$ cat src/rtl/nibble_serial_add_ctrl_if.sv
// nibble_serial_add_ctrl_if: operand request / result response bundle for the nibble-serial adder controller.
// Ports (signals):
//   in_valid/in_ready         operand handshake
//   in_a, in_b, in_ci, in_sub operands, carry/borrow-in, subtract select
//   out_valid/out_ready       result handshake
//   out_sum, out_co, out_ovf  result, final carry (sub: 1 = no borrow), signed overflow
// Modports: master = requester/consumer side, slave = controller side.
interface nibble_serial_add_ctrl_if #(
    parameter int WIDTH = 16
);
    logic             in_valid;
    logic             in_ready;
    logic [WIDTH-1:0] in_a;
    logic [WIDTH-1:0] in_b;
    logic             in_ci;
    logic             in_sub;
    logic             out_valid;
    logic             out_ready;
    logic [WIDTH-1:0] out_sum;
    logic             out_co;
    logic             out_ovf;
    modport master (
        output in_valid, in_a, in_b, in_ci, in_sub, out_ready,
        input  in_ready, out_valid, out_sum, out_co, out_ovf
    );
    modport slave (
        input  in_valid, in_a, in_b, in_ci, in_sub, out_ready,
        output in_ready, out_valid, out_sum, out_co, out_ovf
    );
endinterface

$ cat src/rtl/nibble_serial_add_ctrl.sv
// nibble_serial_add_ctrl: WIDTH-bit add/subtract sequenced through one external 4-bit adder, LSB nibble first.
// Ports:
//   clk, rst_n     clock (rising edge), asynchronous active-low reset
//   bus (slave)    operand/result handshakes and data
//   adx, ady, adci operand nibbles and carry-in driven to the external adder (0 outside RUN)
//   ads, adco      sum nibble and carry-out returned by the external adder
module nibble_serial_add_ctrl #(
    parameter int WIDTH = 16
) (
    input  logic                    clk,
    input  logic                    rst_n,
    nibble_serial_add_ctrl_if.slave bus,
    output logic [3:0]              adx,
    output logic [3:0]              ady,
    output logic                    adci,
    input  logic [3:0]              ads,
    input  logic                    adco
);
    localparam int NIB = WIDTH / 4;
    localparam int IW  = NIB > 1 ? $clog2(NIB) : 1;
    typedef enum logic [1:0] {IDLE, RUN, DONE} state_t;
    state_t           state_q, state_d;
    logic [WIDTH-1:0] a_q, a_d, b_q, b_d, acc_q, acc_d, sum_q, sum_d;
    logic [IW-1:0]    idx_q, idx_d;
    logic             carry_q, carry_d, co_q, co_d, ovf_q, ovf_d;
    logic             last;
    assign last          = idx_q == IW'(NIB - 1);
    assign bus.in_ready  = state_q == IDLE;
    assign bus.out_valid = state_q == DONE;
    assign bus.out_sum   = sum_q;
    assign bus.out_co    = co_q;
    assign bus.out_ovf   = ovf_q;
    always_comb begin
        state_d = state_q;
        a_d     = a_q;
        b_d     = b_q;
        acc_d   = acc_q;
        sum_d   = sum_q;
        idx_d   = idx_q;
        carry_d = carry_q;
        co_d    = co_q;
        ovf_d   = ovf_q;
        adx     = 4'h0;
        ady     = 4'h0;
        adci    = 1'b0;
        case (state_q)
            IDLE: if (bus.in_valid) begin
                a_d     = bus.in_a;
                // subtraction is A + ~B + ~borrow_in
                b_d     = bus.in_sub ? ~bus.in_b : bus.in_b;
                carry_d = bus.in_sub ^ bus.in_ci;
                idx_d   = '0;
                state_d = RUN;
            end
            RUN: begin
                adx                = a_q[4*idx_q +: 4];
                ady                = b_q[4*idx_q +: 4];
                adci               = carry_q;
                acc_d[4*idx_q +: 4] = ads;
                carry_d            = adco;
                idx_d              = idx_q + IW'(1);
                if (last) begin
                    // the partial result becomes visible only here, so out_sum holds the old result during RUN
                    sum_d   = acc_d;
                    co_d    = adco;
                    ovf_d   = (a_q[WIDTH-1] == b_q[WIDTH-1]) && (ads[3] != a_q[WIDTH-1]);
                    carry_d = 1'b0;
                    idx_d   = '0;
                    state_d = DONE;
                end
            end
            DONE: state_d = bus.out_ready ? IDLE : DONE;
            default: state_d = IDLE;
        endcase
    end
    always_ff @(posedge clk or negedge rst_n) begin
        if (!rst_n) begin
            state_q <= IDLE;
            a_q     <= '0;
            b_q     <= '0;
            acc_q   <= '0;
            sum_q   <= '0;
            idx_q   <= '0;
            carry_q <= 1'b0;
            co_q    <= 1'b0;
            ovf_q   <= 1'b0;
        end else begin
            state_q <= state_d;
            a_q     <= a_d;
            b_q     <= b_d;
            acc_q   <= acc_d;
            sum_q   <= sum_d;
            idx_q   <= idx_d;
            carry_q <= carry_d;
            co_q    <= co_d;
            ovf_q   <= ovf_d;
        end
    end
endmodule
$ cat src/flat_wrapper.sv
// flat-port wrapper written by rule: the top's interface ports become plain ports
module nibble_serial_add_ctrl_flat 
#(
    parameter int WIDTH = 16
)
  (clk, rst_n, adx, ady, adci, ads, adco, bus_in_valid, bus_in_a, bus_in_b, bus_in_ci, bus_in_sub, bus_out_ready, bus_in_ready, bus_out_valid, bus_out_sum, bus_out_co, bus_out_ovf);
  nibble_serial_add_ctrl_if #(.WIDTH(WIDTH)) bus_i ();
  input  logic clk;
  input  logic rst_n;
  output logic [3:0] adx;
  output logic [3:0] ady;
  output logic adci;
  input  logic [3:0] ads;
  input  logic adco;
  input wire logic [$bits(bus_i.in_valid)-1:0] bus_in_valid;
  input wire logic [$bits(bus_i.in_a)-1:0] bus_in_a;
  input wire logic [$bits(bus_i.in_b)-1:0] bus_in_b;
  input wire logic [$bits(bus_i.in_ci)-1:0] bus_in_ci;
  input wire logic [$bits(bus_i.in_sub)-1:0] bus_in_sub;
  input wire logic [$bits(bus_i.out_ready)-1:0] bus_out_ready;
  output wire logic [$bits(bus_i.in_ready)-1:0] bus_in_ready;
  output wire logic [$bits(bus_i.out_valid)-1:0] bus_out_valid;
  output wire logic [$bits(bus_i.out_sum)-1:0] bus_out_sum;
  output wire logic [$bits(bus_i.out_co)-1:0] bus_out_co;
  output wire logic [$bits(bus_i.out_ovf)-1:0] bus_out_ovf;
  assign bus_i.in_valid = bus_in_valid;
  assign bus_i.in_a = bus_in_a;
  assign bus_i.in_b = bus_in_b;
  assign bus_i.in_ci = bus_in_ci;
  assign bus_i.in_sub = bus_in_sub;
  assign bus_i.out_ready = bus_out_ready;
  assign bus_in_ready = bus_i.in_ready;
  assign bus_out_valid = bus_i.out_valid;
  assign bus_out_sum = bus_i.out_sum;
  assign bus_out_co = bus_i.out_co;
  assign bus_out_ovf = bus_i.out_ovf;
  nibble_serial_add_ctrl #(.WIDTH(WIDTH)) u_core (.clk(clk), .rst_n(rst_n), .bus(bus_i), .adx(adx), .ady(ady), .adci(adci), .ads(ads), .adco(adco));
endmodule
$ cat config.mk
export PLATFORM = sky130hd
export DESIGN_NAME = nibble_serial_add_ctrl_flat
export DESIGN_NICKNAME = d
export VERILOG_FILES = /design/src/rtl/nibble_serial_add_ctrl_if.sv /design/src/rtl/nibble_serial_add_ctrl.sv /design/src/flat_wrapper.sv
export SDC_FILE = /design/constraint.sdc
export NUM_CORES = 1
export LEC_CHECK = 0
export BUFFER_PORTS_ARGS = -buffer_cell sky130_fd_sc_hd__buf_4
export CAP_MARGIN = 20
export CORE_ASPECT_RATIO = 0.5
export CORE_MARGIN = 3
export CORE_UTILIZATION = 54
export DETAILED_ROUTE_END_ITERATION = 6
export PLACE_DENSITY = 0.79
export SETUP_SLACK_MARGIN = 0.2
export SYNTH_ARGS = -nofsm -noshare
export SYNTH_HDL_FRONTEND = slang
export SYNTH_SLANG_ARGS = --single-unit
$ cat constraint.sdc
create_clock -name clk -period 4.5 [get_ports clk]
set_input_delay 0.9 -clock clk [delete_from_list [all_inputs] [get_ports clk]]
set_output_delay 0.9 -clock clk [all_outputs]
set_load 0.05 [all_outputs]
Yosys cells after proc, flatten, opt, wreduce, memory -nomap -nowiden
Index checks and enable logic that the tools add are counted.
Operators by class
  reductions and logical operators: 7
  shift-type cells: 4
  mux-type cells: 15
  add/subtract/negate cells: 2
  bitwise gates (word level): 2
  eq/ne operators: 7
Operators by type and width (count)
  4-bit negator with 34-bit output: 1
  4-bit by 34-bit variable shift with 16-bit output (first input constant): 1
  4-bit by 34-bit variable part select with 16-bit output: 1
  16-bit by 5-bit variable part select with 4-bit output: 2
  16-bit bitwise mux: 1
  16-bit 2-to-1 mux: 1
  16-bit NOT: 1
  2-bit 2-to-1 mux: 5
  4-bit 2-to-1 mux: 2
  2-bit AND reduction: 4
  2-bit one-hot mux with 3 select lines: 1
  2-bit == test (second input constant): 2
  2-bit one-hot mux with 2 select lines: 1
  1-bit 2-to-1 mux: 3
  2-bit by 1-bit adder with 2-bit output (second input constant): 1
  2-bit by 1-bit == test with 1-bit output (second input constant): 1
  2-bit zero test: 1
  2-bit by 1-bit inequality test with 1-bit output (second input constant): 1
  2-bit inequality test (second input constant): 1
  1-bit one-hot mux with 2 select lines: 1
  2-bit nonzero test: 1
  1-bit == test: 1
  1-bit logical AND: 1
  1-bit inequality test: 1
  1-bit XOR: 1
Word-level totals
  word-level logic and storage cells: 46
  bits in registers: 71

Depth between registers and ports, before layout
Gate-level depths: netlist of the first run.
  depth after elaboration: 3
  gate-level depth with buffers: 8

Worst setup path after synthesis of the first run
Ideal clock, no wire load.
  path type: register to output
  start: reg u_core.idx_q[0]
  end: out adx[0]
  arrival time: 1519 ps
  cell stages (with the launch flop): 4
  slack: 2081 ps
  path buffers: 1
  data required time: 3600 ps
  path through: dfrtp_1 -> buf_6 -> mux4_1 -> and2_1
Between the ends
  cells in the longest elaborated chain, start to end: 2
Ends and longest elaborated chain
  start, declared: RTL line nibble_serial_add_ctrl.sv:24  | logic [IW-1:0] idx_q, idx_d;
  start signal, assigned: RTL line nibble_serial_add_ctrl.sv:93  | idx_q <= idx_d;
  16-bit by 5-bit variable part select with 4-bit output: RTL line nibble_serial_add_ctrl.sv:56  | adx = a_q[4*idx_q +: 4];
  4-bit 2-to-1 mux: RTL line nibble_serial_add_ctrl.sv:46  | case (state_q)
  end, declared: RTL line flat_wrapper.sv:10  | output logic [3:0] adx;
No other way between the ends.

Worst setup path in the final report of the first run
Same ends and word-level chain as after synthesis.

==> impl_metrics.toml, run 1 <==
[layout]
final_common_cell = "buf_4"
postLayoutCellArea_sq_um = 4250
nNetsFinal = 406
final_layout_size_suffix_gt1_share_pct = 33.4
final_cell_mix = "buf_4, dfrtp_1, nor2_1"
diodes = 0
stdcell_count = 446
area_growth_pct = 23.0
nFillCells = 439

[place]
placed_cell_area_sq_um = 3980
place_congestion = 0.765
placed_cells = 430
io_buffers = 71
dp_hpwl_mm = 4.67

[grt]
antenna_found_initial = 0
grt_max_degree = 72
grt_pass1_vias = 2437
overflow = 0
grt_pass1_wl_mm = 11.8
grt_usage_pct = 20.1

[synth]
seq_area_frac_synth_pct = 51.4
netlist_area_sq_um = 3460
avgSynthCellArea_sq_um = 11.6
synthAdderAreaFrac_pct = 2.17
synth-seq-cells = 71
synthesis.nets = 346
yosysWarnings = 0
synth_compound_area_share_pct = 13.3
synth_top_family_by_area = "compound AO/OA/AOI/OAI gates"
synth_cells = 297
yosysUniqueCellTypes = 34
synthMuxAreaShare_pct = 10.9
synthSimpleGateAreaFrac_pct = 13.2
synth_xor_xnor_area_share_pct = 4.31

[critical_path]
path_max_fanout = 16
endpoint_kind = "primary output"
cp_slowest_stage_delay_ps = 860
r2r_setup_slack_ps = 2020
worstSetupStartpointType = "flip-flop"
crit_path_cell_trace = "mux4_1 -> and2_1 -> buf_4"
crit_arrival_ps = 2170
cp_slowest_cell = "dfrtp_1"
crit_required_ps = 3600
r2r_start = "u_core.idx_q[0]$_DFFE_PN0P_"
rr_worst_depth = 5
rr_endpoint = "u_core.acc_q[9]$_DFFE_PN0P_"
critPathKind = "flip-flop to primary output"

[timing]
hold_ws_ps = 482
timing.final.crit_share_pct = 68.2
tns_ps = 0
worstMarginPinSlew_ps = 864
final-hold-violation-count = 0
finalSetupViolCount = 0
timing.final.crit_period_ps = 3070
rsz0062_at_grt = "no"
slew_viol_final = 0
max_freq_mhz = 326
slew-limit-headroom_pct = 42.4
skew_ps = 5.52

[power]
power_mw = 3.64
clkPwrFrac_pct = 17.6
leakagePower_nw = 1.86
p_sw_mw = 1.59
irDropWorstVdd_uv = 363
p_int_mw = 2.05
p_per_area_nw_per_um2 = 855
p_seq_share_pct = 32.1
power_frac_comb_pct = 50.3
switching_share_pct = 43.7

[die]
rows = 19
core_sq_um = 5820
dieArea_sq_um = 7460
die_x_um = 119
die_h_um = 62.6
initial_core_util_pct = 59.4
ioPinCount = 72

[worst_hold_path]
hold_path.class = "flip-flop to flip-flop"
min_from = "u_core.acc_q[0]$_DFFE_PN0P_"
whs_path_depth = 1
whs_endpoint = "u_core.acc_q[0]$_DFFE_PN0P_"

[clock_tree]
clk_path_buf_depth = 2
cts_resized = 0
cts_root_buffer = "clkbuf_16"
cts_max_level = 3
cts_buffers = 9
clock_latency_ps = 320
clkTransAtPathRegs_ps = 60
cts_tree = "yes"
cts_sinks = 71
postCtsSetupBuffers = 0
cts_hold_buf = 0

[drt]
wl_per_cell_um = 15.6
drt.antenna.violating_nets = 0
vias = 2488
first_pass_iters = 4
wirelength_mm = 6.95
drtIter0Drc = 188
via_per_inst = 5.58
drc_errors = 0

[run_status]
status = "complete, no violations"

[flow_run]
drv_cap = 0
-- cell families (layout without fill, tap and decap cells) --
kind of cell | after synthesis | after routing
XOR/XNOR | 17 | 17
flip-flops | 71 | 71
adder cells (fa/ha/maj) | 6 | 6
AO/OA/AOI/OAI | 68 | 68
multiplexers | 25 | 25
buffers and inverters | 30 | 95
AND/OR/NAND/NOR | 80 | 80
-- cell usage after synthesis --
| cell type | instances | area [sq um] |
|---|---|---|
| o21ai_0 | 1 | 5.00 |
| buf_4 | 5 | 37.5 |
| nand2_1 | 6 | 22.5 |
| and2_2 | 1 | 7.51 |
| and3b_1 | 2 | 17.5 |
| inv_1 | 5 | 18.8 |
| buf_2 | 10 | 50.1 |
| mux4_1 | 1 | 26.3 |
| o311a_1 | 1 | 10.0 |
| nor2b_1 | 11 | 68.8 |
| a32oi_1 | 4 | 35.0 |
| o21bai_1 | 1 | 7.51 |
| and4bb_2 | 1 | 12.5 |
| ha_1 | 6 | 75.1 |
| mux2_2 | 17 | 191 |
| a31oi_1 | 8 | 50.1 |
| clkbuf_2 | 3 | 15.0 |
| a21oi_1 | 34 | 170 |
| xnor2_1 | 17 | 149 |
| mux4_2 | 7 | 158 |
| a21o_1 | 1 | 7.51 |
| or3_1 | 1 | 6.26 |
| nand4_1 | 4 | 25.0 |
| o31ai_1 | 2 | 15.0 |
| nor4b_4 | 1 | 23.8 |
| buf_6 | 2 | 22.5 |
| nand2b_1 | 5 | 31.3 |
| nor2_1 | 35 | 131 |
| and3_4 | 1 | 11.3 |
| nor3b_4 | 2 | 37.5 |
| clkbuf_1 | 5 | 18.8 |
| dfrtp_1 | 71 | 1780 |
| a32o_1 | 16 | 160 |
| and2_1 | 10 | 62.6 |
-- critical path: cells and delay by family, from the launching register on --
kind / cells / cell delay, ps
buf+inv: 1 / 180
simple gates: 1 / 170
mux: 1 / 630
flops: 1 / 860
-- metrics by stage --
| stage | worst slack [ps] | utilization [%] |
|---|---|---|
| after global placement | 1760 | 68.3 |
| after detailed placement | 1730 | 68.3 |
| after global routing | 1310 | 73.0 |
| final | 1430 | 73.0 |
| after floorplan | 2080 | - |
| after CTS | 1390 | 73.0 |
-- registers in the layout, summed over array words and instances, names as in the netlist --
name                count
u_core.a_q             16
u_core.acc_q           16
u_core.b_q             16
u_core.bus.out_co       1
u_core.bus.out_ovf      1
u_core.bus.out_sum     16
u_core.carry_q          1
u_core.idx_q            2
u_core.state_q          2
-- routing by layer --
metal / vias up / part of all wire (%) / GRT usage, %
met5: - / 0 / 0
met4: 0 / 0.63 / 5.19
met3: 2 / 4.7 / 6.60
met2: 73 / 50 / 33.2
met1: 1235 / 44 / 25.8
li1: 1178 / - / -
-- worst max-delay path by stage --
stage                                     start  endpoint  slack [ps]  cells past startpoint
global placement    u_core.idx_q[0]$_DFFE_PN0P_    adx[0]        1760                      3
floorplan           u_core.idx_q[0]$_DFFE_PN0P_    adx[0]        2080                      3
detailed placement  u_core.idx_q[0]$_DFFE_PN0P_    adx[0]        1730                      3
CTS                 u_core.idx_q[0]$_DFFE_PN0P_    adx[0]        1390                      3
global route        u_core.idx_q[0]$_DFFE_PN0P_    adx[0]        1310                      3
finish              u_core.idx_q[0]$_DFFE_PN0P_    adx[0]        1430                      3
-- power groups by stage --
stage | Sequential (mW) | Combinational (mW) | Clock (mW)
4_1_cts | 1.17 | 1.84 | 0.650
2_1_floorplan | 1.38 | 1.17 | 0
5_1_grt | 1.21 | 1.97 | 0.683
3_3_place_gp | 1.16 | 1.80 | 0
6_report | 1.17 | 1.83 | 0.638
3_5_place_dp | 1.18 | 1.84 | 0
-- area by class of cell --
| type | instances | area, sq um | area share, % |
|---|---|---|---|
| clock buffer | 10 | 239 | 5.62 |
| multi-input combinational | 196 | 1520 | 35.8 |
| tap | 84 | 105 | 2.47 |
| inverter | 5 | 18.8 | 0.441 |
| timing repair buffer | 74 | 556 | 13.1 |
| sequential | 71 | 1780 | 41.8 |
| clock inverter | 6 | 36.3 | 0.853 |
No activity file was read; power rests on OpenSTA's default activity.
==> run 2, diff against run 1 <==
Settings changed: CORE_UTILIZATION 54 to 49, PLACE_DENSITY 0.79 to 0.76.
Clock period 4.5 ns to 2.7 ns, I/O delays scaled along.
==> impl_metrics.toml, run 2 (synthesis gave the netlist of run 1 again) <==
[run_status]
status = "complete, no violations"

[timing]
worstMarginPinSlew_ps = 879
slew-limit-headroom_pct = 41.4
timing.final.crit_period_ps = 2310
final-hold-violation-count = 0
setup_ws_ps = 391
timing.final.crit_share_pct = 85.5
finalSetupViolCount = 0
max_freq_mhz = 433
rsz0062_at_grt = "no"
skew_ps = 4.10
hold_ws_ps = 320
slew_viol_final = 0
tns_ps = 0

[critical_path]
path_max_fanout = 8
worstSetupStartpointType = "flip-flop"
cp_slowest_cell = "mux4_1"
crit_arrival_ps = 1770
endpoint_kind = "primary output"
cp_top_family = "multiplexers"
cp_slowest_stage_delay_ps = 550
path_buf_inv = 2
crit_required_ps = 2160
cp_common_cell = "buf_4"
critPathKind = "flip-flop to primary output"
crit_path_cell_trace = "buf_4 -> mux4_1 -> and2_1 -> buf_4"

[drt]
via_per_inst = 5.49
drc_errors = 0
wl_per_cell_um = 16.4
wirelength_mm = 7.40
drtIter0Drc = 152
drt.antenna.violating_nets = 0
vias = 2481
first_pass_iters = 4

[grt]
grt_max_degree = 72
grt_pass1_wl_mm = 12.7
antenna_found_initial = 0
overflow = 0
grt_pass1_vias = 2605
grt_usage_pct = 19.8

[power]
power_mw = 6.51
p_per_area_nw_per_um2 = 1490
irDropWorstVdd_uv = 644
leakagePower_nw = 1.91

[layout]
nFillCells = 465
final_cell_mix = "buf_4, dfrtp_1, nor2_1"
diodes = 0
nNetsFinal = 408
area_growth_pct = 26.3
final_common_cell = "buf_4"
final_layout_size_suffix_gt1_share_pct = 33.5

[clock_tree]
cts_resized = 0
postCtsSetupBuffers = 0
cts_hold_buf = 0
clock_latency_ps = 330
cts_buffers = 9
clkTransAtPathRegs_ps = 60
cts_root_buffer = "clkbuf_16"
cts_sinks = 71
cts_max_level = 3
clk_path_buf_depth = 2
cts_tree = "yes"

[place]
dp_hpwl_mm = 4.82
preCtsSetupSlack_ps = 533
io_buffers = 71
place_congestion = 0.733

[worst_hold_path]
hold_path.class = "input pin to asynchronous set/reset pin"

[die]
core_sq_um = 6430
rows = 20
dieArea_sq_um = 8160
ioPinCount = 72
die_x_um = 125
initial_core_util_pct = 53.8
die_h_um = 65.4

[flow_run]
drv_cap = 0
==> run 2: changes by cell type in the layout (fill, tap and decap cells not counted) <==
cell and change:
bufinv_16 +4, clkinv_2 -4, buf_4 +2, clkbuf_1 +1, clkinvlp_4 -1
==> run 2: per-layer routing <==
| layer | vias up | track usage (%) | part of all wire, % |
|---|---|---|---|
| li1 | 1188 | - | - |
| met1 | 1208 | 24.6 | 43 |
| met2 | 75 | 33.7 | 49 |
| met3 | 10 | 4.55 | 5.8 |
| met4 | 0 | 9.29 | 1.4 |
| met5 | - | 0 | 0 |
==> run 2: path summary, 6_finish.rpt <==
kind	start	endpoint	slack, ps	cells after the start
setup / recovery	u_core.idx_q[0]$_DFFE_PN0P_	adx[0]	390	4
hold / removal	rst_n	u_core.a_q[5]$_DFFE_PN0P_	320	1
setup reg to reg	u_core.idx_q[1]$_DFFE_PN0P_	u_core.acc_q[15]$_DFFE_PN0P_	500	5
hold reg to reg	u_core.acc_q[11]$_DFFE_PN0P_	u_core.acc_q[11]$_DFFE_PN0P_	480	1
max in group asynchronous	rst_n	u_core.b_q[0]$_DFFE_PN0P_	1800	1
min in group clk	bus_in_a[8]	u_core.a_q[8]$_DFFE_PN0P_	440	2
==> run 2: cell type report <==
cell class	count	area, sq um	share of cell area, %
Clock buffer	11	243	5.56
Clock inverter	5	129	2.95
Inverter	5	18.8	0.430
Timing Repair Buffer	76	571	13.1
Multi-Input combinational cell	196	1520	34.8
Tap cell	88	110	2.52
Sequential cell	71	1780	40.7
==> run 2: stage by stage <==
stage | cell area (sq um) | utilization (%) | instances
2_1_floorplan | 3460 | - | 297
6_report | 4370 | 67.9 | 452
5_1_grt | 4370 | 67.9 | 452
3_5_place_dp | 4000 | 62.1 | 436
3_3_place_gp | 4000 | 62.1 | 436
4_1_cts | 4370 | 67.9 | 452
==> run 2: worst reg2reg max path, delay by kind of cell (launching register included) <==
| kind | cells | cell delay, ps |
|---|---|---|
| fa+ha+maj | 1 | 370 |
| buf+inv | 1 | 190 |
| simple gates | 2 | 710 |
| flops | 1 | 670 |
| compound gates | 1 | 190 |
==> run 2: power breakdown <==
part / leakage [nW] / internal (mW) / total (mW) / switching [mW]
sequential: 0.856 / 1.58 / 1.90 / 0.322
combinational: 0.879 / 1.22 / 3.14 / 1.92
clock: 0.180 / 1.02 / 1.47 / 0.444
total: 1.91 / 3.82 / 6.51 / 2.69
==> run 3, diff against run 2 <==
Settings changed: CELL_PAD_IN_SITES_DETAIL_PLACEMENT set to 1, CELL_PAD_IN_SITES_GLOBAL_PLACEMENT set to 2, CORE_UTILIZATION 49 to 32, PLACE_DENSITY 0.76 to not set, PLACE_DENSITY_LB_ADDON set to 0.1.
==> impl_metrics.toml, run 3 (synthesis gave the netlist of run 1 again) <==
[place]
io_buffers = 71
place_congestion = 0.749
dp_hpwl_mm = 5.77
preCtsSetupSlack_ps = 532

[layout]
final_layout_size_suffix_gt1_share_pct = 34.6
final_cell_mix = "buf_4, dfrtp_1, nor2_1"
diodes = 0
final_common_cell = "buf_4"
nNetsFinal = 411
area_growth_pct = 27.5
nFillCells = 1116

[clock_tree]
cts_sinks = 71
cts_root_buffer = "clkbuf_16"
cts_buffers = 9
cts_max_level = 3
clkTransAtPathRegs_ps = 60
cts_tree = "yes"
clock_latency_ps = 330
clk_path_buf_depth = 2
cts_hold_buf = 0

[critical_path]
critPathKind = "flip-flop to primary output"
cp_top_family = "flip-flops"
crit_required_ps = 2160
crit_arrival_ps = 1780
endpoint_kind = "primary output"
crit_path_cell_trace = "buf_4 -> mux4_2 -> and2_1 -> buf_4"
cp_common_cell = "buf_4"
path_max_fanout = 7
cp_slowest_cell = "dfrtp_1"
cp_slowest_stage_delay_ps = 540
path_buf_inv = 2
worstSetupStartpointType = "flip-flop"
crit_start = "u_core.idx_q[1]$_DFFE_PN0P_"
r2r_start = "u_core.idx_q[1]$_DFFE_PN0P_"

[grt]
grt_max_degree = 72
overflow = 0
antenna_found_initial = 0
grt_usage_pct = 14.6
grt_pass1_vias = 2661
grt_pass1_wl_mm = 14.0

[timing]
skew_ps = 8.91
finalSetupViolCount = 0
setup_ws_ps = 376
hold_ws_ps = 352
max_freq_mhz = 430
slew-limit-headroom_pct = 38.8
worstMarginPinSlew_ps = 918
rsz0062_at_grt = "no"
timing.final.crit_share_pct = 86.1
slew_viol_final = 0
final-hold-violation-count = 0
tns_ps = 0
timing.final.crit_period_ps = 2320

[power]
clkPwrFrac_pct = 20.1
switching_share_pct = 42.7
p_int_mw = 3.65
p_seq_share_pct = 29.5
irDropWorstVdd_uv = 479
p_per_area_nw_per_um2 = 1440
power_frac_comb_pct = 50.4
p_sw_mw = 2.72
leakagePower_nw = 1.91

[drt]
wl_per_cell_um = 16.6
first_pass_iters = 4
vias = 2483
wirelength_mm = 8.41
drc_errors = 0
via_per_inst = 4.90
drtIter0Drc = 116
drt.antenna.violating_nets = 0

[run_status]
status = "complete, no violations"

[die]
initial_core_util_pct = 33.3
die_h_um = 79.5
ioPinCount = 72
core_sq_um = 10400
dieArea_sq_um = 12200
die_x_um = 153
rows = 26

[flow_run]
drv_cap = 0

[worst_hold_path]
hold_path.class = "input pin to asynchronous set/reset pin"
==> run 3: cell count changes in the layout (fill, tap and decap cells not counted), sizes merged <==
cell and delta:
buf +3, bufinv -2, clkbuf -1, clkinv +3
==> run 3: area by class of cell <==
class,count,area (sq um),share of cell area [%]
inverter,5,18.8,0.426
tap,140,175,3.97
sequential,71,1780,40.3
clock buffer,10,239,5.42
clock inverter,6,83.8,1.90
timing repair buffer,79,593,13.5
multi-input combinational,196,1520,34.5
==> run 3: metrics by stage <==
step	total power [mW]	cell area, sq um	utilization, %	std cells
finish	6.36	4410	42.5	507
floorplan	4.26	3460	-	297
global route	6.79	4410	42.5	507
global placement	5.04	4080	39.3	490
CTS	6.45	4400	42.4	506
detailed placement	5.14	4080	39.3	490
==> run 3: per-layer routing <==
metal / routed length [um] / up-vias / track usage [%]
li1: - / 1191 / -
met1: 4000 / 1236 / 19.0
met2: 3960 / 45 / 23.2
met3: 335 / 11 / 4.71
met4: 120 / 0 / 5.42
met5: 0 / - / 0
==> run 3: final timing paths <==
check / depth (start not counted) / slack, ps / endpoint
worst min register to register: 1 / 480 / u_core.acc_q[10]$_DFFE_PN0P_
worst max-delay path: 4 / 380 / ady[2]
min in group clk: 2 / 440 / u_core.a_q[6]$_DFFE_PN0P_
max in group asynchronous: 1 / 1710 / u_core.idx_q[0]$_DFFE_PN0P_
worst max register to register: 5 / 600 / u_core.acc_q[9]$_DFFE_PN0P_
worst min-delay path: 1 / 350 / u_core.bus.out_sum[15]$_DFFE_PN0P_
==> run 3: power by group through the flow <==
stage	clock network, mW	registers (mW)	logic, mW
after floorplan	0	2.30	1.96
after detailed placement	0	1.92	3.22
after global routing	1.37	1.94	3.48
after global placement	0	1.89	3.15
final	1.28	1.88	3.21
after CTS	1.31	1.90	3.23
==> run 3: what timing repair did <==
| item | 4_1_cts | 5_1_grt |
|---|---|---|
| hold endpoints to repair | 0 | 0 |
| setup buffers | 0 | 1 |
| pin swaps | 0 | 0 |
| endpoints found under the setup margin | 5 | 1 |
| resized for setup | 1 | 0 |
